**config.mk**
```make
export PLATFORM = sky130hd
export DESIGN_NAME = sd_block_arbiter
export DESIGN_NICKNAME = d
export VERILOG_FILES = /design/src/rtl/sd_block_arbiter_pkg.sv /design/src/rtl/sd_block_arbiter_rr_pick2.sv /design/src/rtl/sd_block_arbiter.sv
export SDC_FILE = /design/constraint.sdc
export NUM_CORES = 1
export LEC_CHECK = 0
export BUFFER_PORTS_ARGS = -buffer_cell sky130_fd_sc_hd__buf_2
export CAP_MARGIN = 20
export CORE_AREA = 4 4 113 115
export CTS_CLUSTER_DIAMETER = 40
export DETAILED_ROUTE_END_ITERATION = 12
export DIE_AREA = 0 0 117 119
export GPL_ROUTABILITY_DRIVEN = 0
export GPL_TIMING_DRIVEN = 0
export HOLD_SLACK_MARGIN = 0.05
export PLACE_DENSITY = 0.65
export SLEW_MARGIN = 20
export SYNTH_ARGS = -nofsm -noshare
export SYNTH_HDL_FRONTEND = slang
export SYNTH_SLANG_ARGS = --single-unit
```
**constraint.sdc**
```tcl
create_clock -name clk -period 2.6 [get_ports clk]
set_clock_uncertainty 0.2 [all_clocks]
set_input_delay 0 -clock clk [delete_from_list [all_inputs] [get_ports clk]]
set_output_delay 0 -clock clk [all_outputs]
set_load 0.005 [all_outputs]
```
**src/rtl/sd_block_arbiter_pkg.sv**
```systemverilog
// Shared types for the SD block arbiter: FSM state / debug encoding and block op encoding.
package sd_arb_pkg;

  typedef enum logic [2:0] {
    S_IDLE      = 3'd0,
    S_ISSUE     = 3'd1,
    S_WAIT_BUSY = 3'd2,
    S_XFER      = 3'd3,
    S_RELEASE   = 3'd4,
    S_ERROR     = 3'd5
  } arb_state_e;

  typedef enum logic {
    OP_READ  = 1'b0,
    OP_WRITE = 1'b1
  } blk_op_e;

  function automatic logic [1:0] idx_to_oh(input logic idx);
    return idx ? 2'b10 : 2'b01;
  endfunction

endpackage

```
**src/rtl/sd_block_arbiter_rr_pick2.sv**
```systemverilog
// Two-way round-robin pick; last-served pointer resets to 1 so requester 0 wins first.
module rr_pick2
  import sd_arb_pkg::*;
(
  input  logic       clk,
  input  logic       rst,
  input  logic [1:0] req,
  input  logic       upd,
  input  logic       upd_idx,
  output logic       pick
);

  logic last;

  always_ff @(posedge clk or negedge rst) begin
    if (!rst) begin
      last <= 1'b1;
    end else if (upd) begin
      last <= upd_idx;
    end
  end

  always_comb begin
    pick = 1'b0;
    case (req)
      2'b10:   pick = 1'b1;
      2'b11:   pick = ~last;
      default: pick = 1'b0;
    endcase
  end

endmodule

```
**src/rtl/sd_block_arbiter.sv**
```systemverilog
// Arbitrates two block requesters onto one SD/SPI host: issue, wait busy, byte transfer, release.
module sd_block_arbiter
  import sd_arb_pkg::*;
#(
  parameter int TIMEOUT_CYCLES = 1000000,
  parameter int BLOCK_BYTES    = 512
) (
  input  logic        clk,
  input  logic        rst,
  input  logic [1:0]  req,
  input  logic [1:0]  op,
  input  logic [31:0] addr_0,
  input  logic [31:0] addr_1,
  input  logic [1:0]  r_byte,
  input  logic [1:0]  w_byte,
  input  logic [7:0]  wdata_0,
  input  logic [7:0]  wdata_1,
  output logic [1:0]  gnt,
  output logic [1:0]  done,
  output logic [1:0]  err,
  output logic [7:0]  rdata,
  input  logic        spi_busy,
  input  logic        spi_err,
  input  logic [7:0]  spi_data_out,
  output logic        spi_r_block,
  output logic        spi_w_block,
  output logic        spi_r_byte,
  output logic        spi_w_byte,
  output logic        spi_rst,
  output logic [31:0] spi_block_addr,
  output logic [7:0]  spi_data_in,
  output logic [2:0]  state_dbg
);

  localparam int unsigned   TW       = $clog2(TIMEOUT_CYCLES + 1);
  localparam logic [TW-1:0] T_LAST   = TW'(TIMEOUT_CYCLES - 1);
  localparam logic [9:0]    BLK_LAST = 10'(BLOCK_BYTES);

  arb_state_e    state;
  logic          win;
  logic          pick;
  logic [9:0]    cnt;
  logic [TW-1:0] tcnt;
  logic          blk_full;
  logic          win_strobe;
  logic          last_upd;
  logic          to_error;

  assign rdata      = spi_data_out;
  assign state_dbg  = state;
  assign blk_full   = (cnt == BLK_LAST);
  assign win_strobe = win ? (r_byte[1] | w_byte[1]) : (r_byte[0] | w_byte[0]);
  assign last_upd   = (state == S_RELEASE) ||
                      ((state == S_ERROR) && !req[win] && !spi_err);

  // Timeout counts from the issue cycle, so ERROR lands TIMEOUT_CYCLES after issue.
  assign to_error = (spi_err && (state inside {S_ISSUE, S_WAIT_BUSY, S_XFER})) ||
                    ((state == S_WAIT_BUSY) && !spi_busy && (tcnt >= T_LAST));

  rr_pick2 u_pick (
    .clk     (clk),
    .rst     (rst),
    .req     (req),
    .upd     (last_upd),
    .upd_idx (win),
    .pick    (pick)
  );

  always_comb begin
    spi_r_byte  = 1'b0;
    spi_w_byte  = 1'b0;
    spi_data_in = '0;
    if (state == S_XFER) begin
      spi_data_in = win ? wdata_1 : wdata_0;
      if (!blk_full) begin
        spi_r_byte = r_byte[win];
        spi_w_byte = w_byte[win];
      end
    end
  end

  always_ff @(posedge clk or negedge rst) begin
    if (!rst) begin
      state          <= S_IDLE;
      win            <= 1'b0;
      cnt            <= '0;
      tcnt           <= '0;
      gnt            <= '0;
      done           <= '0;
      err            <= '0;
      spi_rst        <= 1'b0;
      spi_r_block    <= 1'b0;
      spi_w_block    <= 1'b0;
      spi_block_addr <= '0;
    end else begin
      done        <= '0;
      err         <= '0;
      spi_r_block <= 1'b0;
      spi_w_block <= 1'b0;
      if (to_error) begin
        state   <= S_ERROR;
        err     <= idx_to_oh(win);
        spi_rst <= 1'b1;
        gnt     <= '0;
        cnt     <= '0;
      end else begin
        case (state)
          S_IDLE: begin
            if (|req) begin
              win            <= pick;
              spi_block_addr <= pick ? addr_1 : addr_0;
              tcnt           <= '0;
              state          <= S_ISSUE;
              if (blk_op_e'(op[pick]) == OP_WRITE) spi_w_block <= 1'b1;
              else                                 spi_r_block <= 1'b1;
            end
          end
          S_ISSUE: begin
            tcnt  <= tcnt + TW'(1);
            state <= S_WAIT_BUSY;
          end
          S_WAIT_BUSY: begin
            tcnt <= tcnt + TW'(1);
            if (spi_busy) begin
              state <= S_XFER;
              gnt   <= idx_to_oh(win);
            end
          end
          S_XFER: begin
            if (!blk_full && win_strobe && !spi_busy) cnt <= cnt + 10'd1;
            if (blk_full && !spi_busy) begin
              state <= S_RELEASE;
              gnt   <= '0;
              done  <= idx_to_oh(win);
            end
          end
          S_RELEASE: begin
            cnt   <= '0;
            state <= S_IDLE;
          end
          S_ERROR: begin
            if (!req[win] && !spi_err) begin
              state   <= S_IDLE;
              spi_rst <= 1'b0;
            end
          end
          default: state <= S_IDLE;
        endcase
      end
    end
  end

endmodule

```
==> Word level (Yosys, flattened, before mapping) <==
Index checks and enable logic that the tools add are counted.
{ "totals": {"word_cells": 113, "input_bits": 100, "out_inout_bits": 62, "register_bits": 76} }
{ "op_classes": {"n_addsub": 2, "bitwise": 4, "n_reduce_logical": 30, "mux": 48, "n_eq_ne": 14, "n_lt_le_gt_ge": 3} }
{ "ops": {"columns": ["op", "count"], "rows": [
  ["case mux 20 bit (2 select lines)", 1],
  ["two-way mux 32 bit", 1],
  ["two-way mux 1 bit", 24],
  ["adder 20 x 1 -> 20 bit (second input constant)", 1],
  [">= comparator 20 bit (second input constant)", 1],
  ["two-way mux 10 bit", 2],
  ["two-way mux 20 bit", 1],
  ["case mux 10 bit (2 select lines)", 1],
  ["two-way mux 2 bit", 8],
  ["two-way mux 8 bit", 2],
  ["two-way mux 3 bit", 5],
  ["case mux 3 bit (5 select lines)", 1],
  ["adder 10 x 1 -> 10 bit (second input constant)", 1],
  ["== test 10 bit (second input constant)", 1],
  ["logical AND 1 bit", 9],
  ["inequality test 3 x 2 -> 1 bit (second input constant)", 3],
  ["AND reduction 3 bit", 3],
  ["nonzero test 3 bit", 3],
  ["== test 3 x 2 -> 1 bit (second input constant)", 2],
  ["== test 3 bit (second input constant)", 2],
  ["inequality test 3 bit (second input constant)", 2],
  ["nonzero test 2 bit", 3],
  ["== test 2 bit (second input constant)", 2],
  ["logical NOT 1 bit", 4],
  ["12 further kinds", 18]
]} }

==> Depth between registers and ports, before layout <==
Gate-level depths: netlist of the first run.
{ "depth": {"depth_word": 8, "ltp_mapped": 8, "ltp_nobuf": 8} }

==> Hierarchy <==
A second synthesis of the first run with hierarchy kept.
{ "hier_totals": {"cells_unflattened": 433, "area_unflattened_um2": 4124.0} }
{ "modules_own_cells": {"columns": ["module", "cells_per_inst", "n_inst", "seq_area_each_um2", "area_each_um2"], "rows": [
  ["sd_block_arbiter", 430, 1, 1876.8, 4075.2],
  ["rr_pick2", 3, 1, 26.3, 48.8]
]} }

==> Least setup slack after synthesis of the first run <==
Ideal clock, no wire load.
{ "synth_timing": {"path_type": "register to register", "from": "register state[1] (netlist: state_dbg[1])", "to": "register tcnt[11]", "stages_incl_launch_ff": 9, "synth_period_minus_slack_ns": 2.407, "path_buffers": 2, "required_ns": 2.322, "slack_ns": 0.193, "setup_time_ns": 0.078, "arrival_ns": 2.130, "cell_sequence": "dfrtp_1 buf_2 a21oi_1 o41ai_1 or4_4 or2_1 buf_6 or3_1 a21oi_1"} }
{ "synth_via": {"elab_chain_len": 6, "elab_cells_between_ends": 15, "cone_classes": "eq/ne: 4; mux: 1; bitwise: 1; reduce/logical: 9"} }
{ "synth_lines": {"columns": ["item", "line_no", "text"], "rows": [
  ["start: declaration", "sd_block_arbiter.sv:39", "arb_state_e state;"],
  ["start signal: assignment", "sd_block_arbiter.sv:84", "state <= S_IDLE;"],
  ["start signal: assignment", "sd_block_arbiter.sv:101", "state <= S_ERROR;"],
  ["start signal: assignment", "sd_block_arbiter.sv:113", "state <= S_ISSUE;"],
  ["== test 3 x 1 -> 1 bit (tied with other cells)", "sd_block_arbiter.sv:57, sd_block_arbiter.sv:107", null],
  ["nonzero test 3 bit / logical AND 1 bit (equally long branches)", "sd_block_arbiter.sv:57, sd_block_arbiter.sv:58", null],
  ["logical AND 1 bit (on tied branches)", "sd_block_arbiter.sv:57, sd_block_arbiter.sv:58", null],
  ["logical OR 1 bit", "sd_block_arbiter.sv:57", "assign to_error = (spi_err && (state inside {S_ISSUE, S_WAIT_BUSY, S_XFER})) ||"],
  ["inverter 1 bit (no source line)", null, null],
  ["AND reduction 3 bit (no source line)", null, null],
  ["end signal: assignment", "sd_block_arbiter.sv:119", "tcnt <= tcnt + TW'(1);"],
  ["end signal: assignment", "sd_block_arbiter.sv:123", "tcnt <= tcnt + TW'(1);"],
  ["end: declaration", "sd_block_arbiter.sv:43", "logic [TW-1:0] tcnt;"]
]} }
Several ways; a longest one is shown, not always the timed one.
A chain may end at the register's enable or synchronous reset.

==> Worst setup path after layout of the first run <==
{ "layout_timing": {"from": "register state[1] (netlist: state_dbg[1])", "to": "register tcnt[14]"} }
Same word-level chain as after synthesis.

==> results of run 1 <==
registers in the layout, summed over array words and instances (netlist names), 2 cells and up:
register	flops
tcnt	20
done	2
state_dbg	3
spi_block_addr	32
gnt	2
err	2
cnt	10
power groups by stage:
| stage | sequential [mW] | clock [mW] | combinational, mW |
|---|---|---|---|
| final | 1.76 | 1.26 | 1.87 |
| after global routing | 1.80 | 1.35 | 2.09 |
| after CTS | 1.73 | 1.30 | 1.83 |
| after detailed placement | 1.74 | 0 | 1.72 |
| after global placement | 1.73 | 0 | 1.68 |
| after floorplan | 1.74 | 0 | 0.968 |
worst max-delay path by stage:
stage | end | slack (ns) | cells past startpoint
floorplan | tcnt[11] | 0.19 | 8
global placement | tcnt[19] | 0.03 | 5
detailed placement | tcnt[15] | -0.02 | 8
CTS | tcnt[3] | 0.001 | 5
global route | tcnt[15] | -0.02 | 8
finish | tcnt[14] | 0.05 | 8
metrics by stage:
step | hold WS (ns) | area, um2 | setup slack [ns] | util (%)
after global routing | 0.125 | 6210 | -0.0219 | 52.6
after detailed placement | -0.190 | 4990 | -0.0176 | 42.3
after global placement | -0.0307 | 4970 | 0.0252 | 42.1
after floorplan | -0.496 | 4020 | 0.193 | -
final | 0.0756 | 6210 | 0.0517 | 52.6
after CTS | 0.0669 | 6130 | 0.00130 | 51.9
Yosys cell counts, types with 2 or more instances:
cell        n  area [um2]
nor3b_1     6        45.0
nand2_1    58         218
o211ai_1    2        15.0
inv_1       7        26.3
o21ai_0    45         225
nor3_1      5        25.0
nand2b_1    2        12.5
nor4b_2     2        30.0
nand4b_1    3        26.3
or2_1       2        12.5
nor2_1     43         161
nand3_1     8        40.0
and3_1      5        31.3
or3_1      10        62.6
dfrtp_1    75        1880
buf_2       3        15.0
nand4_1    10        62.6
nor2b_1     2        12.5
or4_1       4        30.0
ha_1        3        37.5
mux2i_1    43         430
nor4_1      5        31.3
buf_4       8        60.1
xnor2_1    10        87.6
xor2_1     10        87.6
and2_1      5        31.3
a21o_1      2        15.0
clkbuf_1   20        75.1
a32oi_1     2        17.5
nand4bb_1   2        22.5
a21oi_1     9        45.0
cell families (layout without fill, tap and decap cells):
kind of cell	count (synthesis)	after routing
buffers and inverters	40	292
flip-flops	76	76
AND/OR/NAND/NOR	177	177
XOR/XNOR	20	20
adder cells (fa/ha/maj)	3	3
multiplexers	44	44
AO/OA/AOI/OAI	67	67
cell type report:
class / count / area, um2
fillers: 1019 / 5600
clock buffers: 11 / 253
multi-input cells: 311 / 1980
flip-flops and latches: 76 / 1910
well taps: 147 / 184
plain buffers: 31 / 169
inverters: 7 / 26.3
repair buffers: 239 / 1640
clock inverters: 4 / 48.8
tightest hold or removal path, stage by stage:
cell and delay (ns):
buf_2 0.11, nor2_1 0.11, a211oi_2 0.11, nand3_1 0.10, xor2_1 0.07, nor2_1 0.07
routing by layer:
| metal | vias up | part of all wire [%] |
|---|---|---|
| met3 | 29 | 8.9 |
| met2 | 191 | 46 |
| met5 | - | 0 |
| met4 | 0 | 2.7 |
| met1 | 1961 | 42 |
| li1 | 1978 | - |
repair_timing:
item,CTS,global route
hold buffers,83,0
gates resized for setup,1,26
pin swaps,0,1
cloned,0,0
endpoints found under the hold margin,129,0
setup endpoints to repair,2,41
buffers inserted,0,2
==> metrics.md, run 1 <==
| Metric | Value |
|---|---|
| Placed wire-length estimate | 8400 um |
| Clk buf depth | 2 |
| IO buf count | 153 |
| Least-Margin Pin Slew | 0.709 ns |
| Die Ht | 119 um |
| Final Slew Violations | 0 |
| Average wire per standard cell | 16.3 um |
| Flops & latches, synth | 76 |
| Number of global-route vias before repair | 4,180 |
| Die width | 117 um |
| First-pass GRT wire length | 21,600 um |
| Hold Crit Endpoint | cnt[3] |
| Worst path cell trace | buf_4, nor2_4, nor3b_1, or4_1, buf_2, or2_4, or4_1, nand2_1 |
| Nets@finish | 778 |
| Combinational family with the most area after synthesis | simple AND/OR/NAND/NOR gates |
| Core Rows | 40 |
| Combinational power share | 38.3% |
| Clock slew at reported path FFs | 0.06 ns |
| Netlist Area Pre-Place | 4020 um2 |
| Post-Synth Simple-Gate Area | 22.3% |
| I/O pin count | 162 |
| Post-synthesis mux area share | 11.0% |
| Clock share of power | 25.7% |
| Internal | 3.14 mW |
| GR Layer Usage met2 | 29.3% |
| TritonCTS buffer count | 9 |
| DIE AREA | 13,900 um2 |
| Ys Warns | 0 |
| GRT met3 Usage | 6.66% |
| CP Class | reg2reg |
| Root buffer cell | clkbuf_16 |
| Leak pwr | 3.01 nW |
| Crit share post-route | 98.0% |
| Post-synthesis sequential area ratio | 47.4% |
| WP data required | 2.67 ns |
| Fmax | 392 MHz |
| Synth unique cells | 47 |
| Startpoint types | register |
| Commonest non-fill, non-tap cells in the layout | 154 x buf_2, 82 x dlygate4sd3_1, 73 x dfrtp_1 |
| Initial antenna violation count | 0 |
| Post-route ant nets | 0 |
| Async set or reset register ratio after synthesis | 100% |
| H-tree Lvls | 3 |
| Power per cell area | 787 nW/um2 |
| Gate Count Post-Synth | 427 |
| Clock Latency Late Sink | 0.33 ns |
| Syn Area/Cell | 9.41 um2 |
| Slowest cell on crit path | or4_1 |
| DRT iter0 DRCs | 122 |
| Post-Synth XOR/XNOR Area | 4.36% |
| Layout area overhead | 54.6% |
| Switching share of total power | 35.7% |
| R2R Path End | tcnt[14] |
| Cell repeated most along the worst path | or4_1 |
| Initial Utilization | 34.0% |
| RSZ-0062 raised after global routing | true |
| Via count | 4,159 |
| Placed instance count | 728 |
| Worst path buffer plus inverter count | 2 |
| Max FO, Critical Path | 6 |
| Synth Area in Adders | 0.934% |
| DR pass1 iterations | 4 |
| Post-synth EDFFs | 0 |
| Final setup TNS | 0 ns |
| Ant diodes | 0 |
| Proportion of layout cells with a drive suffix above 1 | 30.5% |
| Post-Syn Nets | 530 |
| Count of final setup violators | 0 |
| Main flop type after synthesis | dfrtp_1 |
| Hold-critical path depth | 6 |
| # DRC | 0 |
| FF-to-FF Start | state_dbg[1] |
| Tot Pwr | 4.89 mW |
| Synth Area in Compound Gates | 9.31% |
| Crit-path max cell delay | 0.51 ns |
| Relative slew slack | 52.7% |
| Final Hold Fails | 0 |
| Outcome | complete, no violations |
| GRT Total Usage | 19.6% |
| Cell family with most CP delay | simple AND/OR/NAND/NOR gates |
| Tmin final | 2.55 ns |
| GRT met1 Usage | 25.8% |
| Non-Filler Instances | 826 |
| VDD IR-drop max | 0.000430 V |
| Flop-to-flop setup slack | 0.05 ns |
| Top Usage Layer GRT | met2 |
| Worst setup path start | state_dbg[1] |
| Total Wirelength | 13,400 um |
| Sw Pwr | 1.75 mW |
| Critical Path End Type | register |
| Largest net degree at the start of global routing | 39 |
| Core area | 11,800 um2 |
| Worst endpoint data arrival time | 2.62 ns |
| Seq pwr share | 36.0% |
| Max-Cap Viols | 0 |
| R2r worst-path depth | 8 |
| Clock sinks | 76 |
| CTS tree | built |
| GRT overflow | 0 |
| Commonest non-fill, non-tap cell in the layout | buf_2 |
| Drt via density | 5.04 |
| Hold Crit Start | r_byte[1] |
| Hold Path Class | in2reg |
Power figures use the tool's default switching activity.
==> inputs of run 2 (changes only) <==
--- a/config.mk
+++ b/config.mk
@@ -5,8 +5,10 @@
 export SDC_FILE = /design/constraint.sdc
 export NUM_CORES = 1
 export LEC_CHECK = 0
-export BUFFER_PORTS_ARGS = -buffer_cell sky130_fd_sc_hd__buf_2
+export BUFFER_PORTS_ARGS = -buffer_cell sky130_fd_sc_hd__buf_4
 export CAP_MARGIN = 20
+export CELL_PAD_IN_SITES_DETAIL_PLACEMENT = 1
+export CELL_PAD_IN_SITES_GLOBAL_PLACEMENT = 1
 export CORE_AREA = 4 4 113 115
 export CTS_CLUSTER_DIAMETER = 40
 export DETAILED_ROUTE_END_ITERATION = 12
@@ -14,7 +16,7 @@
 export GPL_ROUTABILITY_DRIVEN = 0
 export GPL_TIMING_DRIVEN = 0
 export HOLD_SLACK_MARGIN = 0.05
-export PLACE_DENSITY = 0.65
+export PLACE_DENSITY = 0.83
 export SLEW_MARGIN = 20
 export SYNTH_ARGS = -nofsm -noshare
 export SYNTH_HDL_FRONTEND = slang
==> run 2 against run 1 <==
  * Sequential share of layout area shrank 1.9 points
  * Worst hold slack hardly changed
  * Wire length increased by 36%
  * Combinational power is 30% higher
  * Clock power increased by 9.5%
  * Non-clock buffer count grew 3
  * Register-to-register slack got worse by 0.06 ns
  * The run now ends with setup timing left
  * Critical endpoint is now tcnt[17]
  * Critical path depth unchanged
  * Flip-flop and latch count unchanged
  * Largest cell class is now non-clock buffers
  * Via count grew 5.7%
==> metrics.md, run 2 (same netlist as run 1, synthesis figures left out) <==
| Metric | Value |
|---|---|
| Nets@finish | 781 (was 778) |
| Final Util | 56.2% (was 52.6%) |
| CTS tree | built (unchanged) |
| IO buf count | 153 (unchanged) |
| Max FFs per register | 32 (unchanged) |
| Largest net degree at the start of global routing | 77 (was 39) |
| Hold Path Class | in2reg (unchanged) |
| Largest Register | spi_block_addr (unchanged) |
| Leak pwr | 3.13 nW (was 3.01 nW) |
| Hold Crit Endpoint | cnt[3] (unchanged) |
| Placed wire-length estimate | 10,200 um (was 8400 um) |
| Crit share post-route | 100% (was 98.0%) |
| R2R Path End | tcnt[17] (was tcnt[14]) |
| Proportion of layout cells with a drive suffix above 1 | 32.1% (was 30.5%) |
| Hold-critical path depth | 6 (unchanged) |
| GRT overflow | 0 (unchanged) |
| R2r worst-path depth | 8 (unchanged) |
| GRT Total Usage | 26.2% (was 19.6%) |
| Clk buf depth | 2 (unchanged) |
| Clock slew at reported path FFs | 0.07 ns (was 0.06 ns) |
| Placed instance count | 727 (was 728) |
| Core area | 11,800 um2 (unchanged) |
| Clock Latency Late Sink | 0.35 ns (was 0.33 ns) |
| First-pass GRT wire length | 27,800 um (was 21,600 um) |
| Flop-to-flop setup slack | -0.01 ns (was 0.05 ns) |
| Tmin final | 2.61 ns (was 2.55 ns) |
| Root buffer cell | clkbuf_16 (unchanged) |
| Relative slew slack | 33.8% (was 52.7%) |
| Power per cell area | 855 nW/um2 (was 787 nW/um2) |
| Total Wirelength | 18,200 um (was 13,400 um) |
| Non-Filler Instances | 830 (was 826) |
| Clock sinks | 76 (unchanged) |
| TritonCTS buffer count | 9 (unchanged) |
| Worst slack, placed | -0.0483 ns (was -0.0176 ns) |
| Number of global-route vias before repair | 4,931 (was 4,180) |
| Max-Cap Viols | 0 (unchanged) |
| Biggest registers after layout | spi_block_addr x32, tcnt x20, cnt x10 (unchanged) |
| Post-route ant nets | 0 (unchanged) |
| DIE AREA | 13,900 um2 (unchanged) |
| DRT iter0 DRCs | 215 (was 122) |
| Hold Crit Start | r_byte[1] (unchanged) |
| Least-Margin Pin Slew | 0.993 ns (was 0.709 ns) |
| DR pass1 iterations | 4 (unchanged) |
| Final setup margin | -0.0121 ns (was 0.0517 ns) |
| Startpoint types | register (unchanged) |
| Initial Utilization | 34.0% (unchanged) |
| Via count | 4,398 (was 4,159) |
| Worst endpoint data arrival time | 2.67 ns (was 2.62 ns) |
| Multi-input gate area | 2000 um2 (was 1980 um2) |
| Critical Path End Type | register (unchanged) |
| Core Rows | 40 (unchanged) |
| Commonest non-fill, non-tap cell in the layout | buf_4 (was buf_2) |
| VDD IR-drop max | 0.000323 V (was 0.000430 V) |
| Tot Pwr | 5.67 mW (was 4.89 mW) |
| Layout area overhead | 65.1% (was 54.6%) |
| Reg area | 1910 um2 (about the same) |
| Failing checks | setup timing |
| # DRC | 0 (unchanged) |
| Ant diodes | 0 (unchanged) |
| FF-to-FF Start | state_dbg[1] (unchanged) |
| Die Ht | 119 um (unchanged) |
| Average wire per standard cell | 21.9 um (was 16.3 um) |
| Count of final setup violators | 2 (was 0) |
| Drt via density | 5.30 (was 5.04) |
| Outcome | complete, but fails checks (was complete, no violations) |
| H-tree Lvls | 3 (unchanged) |
| WP data required | 2.66 ns (was 2.67 ns) |
| Final Hold Fails | 0 (unchanged) |
| Fmax | 383 MHz (was 392 MHz) |
| Fillers | 1,321 (was 1,019) |
| I/O pin count | 162 (unchanged) |
| Commonest non-fill, non-tap cells in the layout | 171 x buf_4, 81 x dlygate4sd3_1, 71 x dfrtp_1 (was 154 x buf_2, 82 x dlygate4sd3_1, 73 x dfrtp_1) |
| Final Slew Violations | 0 (unchanged) |
| CP Class | reg2reg (unchanged) |
| Die width | 117 um (unchanged) |
| Initial antenna violation count | 0 (unchanged) |
| Max FO, Critical Path | 10 (was 6) |
## run 2: cell count changes in the layout (fill, tap and decap cells not counted), sizes merged
cell,change
clkbuf,+2
bufinv,+1
dlygate4sd3,-1
buf,+4
clkinv,-3
inv,+1
## run 2: what timing repair did
item	in CTS	in global routing
pin swaps	0	3
hold endpoints to repair	127	0
setup buffers	1	7
resized for setup	8	31
cloned	0	0
hold buffers	81	0
endpoints found under the setup margin	24	62
## run 2: how the worst max path moves through the flow
stage,startpoint,end,slack (ns),depth (start not counted)
2_1_floorplan,state_dbg[1],tcnt[11],0.19,8
3_3_place_gp,state_dbg[0],tcnt[14],0.02,7
3_5_place_dp,state_dbg[0],tcnt[12],-0.05,5
4_1_cts,state_dbg[1],tcnt[13],0.001,8
5_1_grt,tcnt[6],tcnt[17],-0.07,7
6_report,state_dbg[1],tcnt[17],-0.01,8
## run 2: area by class of cell
class | instances | area share [%]
clock buffer | 13 | 3.77
inverter | 7 | 0.396
tap | 147 | 2.77
timing repair buffer | 242 | 30.4
sequential | 76 | 28.8
multi-input combinational | 311 | 30.2
clock inverter | 3 | 1.04
buffer | 31 | 2.68
## run 2: critical path, cell delays in order (launching register included)
cell and delay (ns):
dfrtp_2 0.45, buf_6 0.16, a21oi_2 0.14, o41ai_1 0.13, or4_4 0.45, or2_4 0.25
buf_6 0.14, or3_1 0.39, a21oi_2 0.20
## run 2: power by group
group | switching, mW | internal (mW) | total, mW
registers | 0.323 | 1.53 | 1.85
logic | 1.34 | 1.10 | 2.44
clock network | 0.511 | 0.872 | 1.38
total | 2.17 | 3.50 | 5.67
## run 2: stage by stage
| step | TNS, ns | cell area [um2] | hold WS (ns) |
|---|---|---|---|
| final | -0.0193 | 6640 | 0.0756 |
| after global routing | -0.134 | 6640 | 0.134 |
| after CTS | 0 | 6500 | 0.0822 |
| after detailed placement | -0.319 | 5350 | -0.0317 |
| after global placement | 0 | 5350 | -0.0325 |
| after floorplan | 0 | 4020 | -0.496 |
## run 2: metal layers
metal / global-route usage [%] / wire, um
met5: 0 / 0
met4: 10.1 / 619
met3: 8.54 / 1320
met2: 43.9 / 9170
met1: 30.9 / 7090
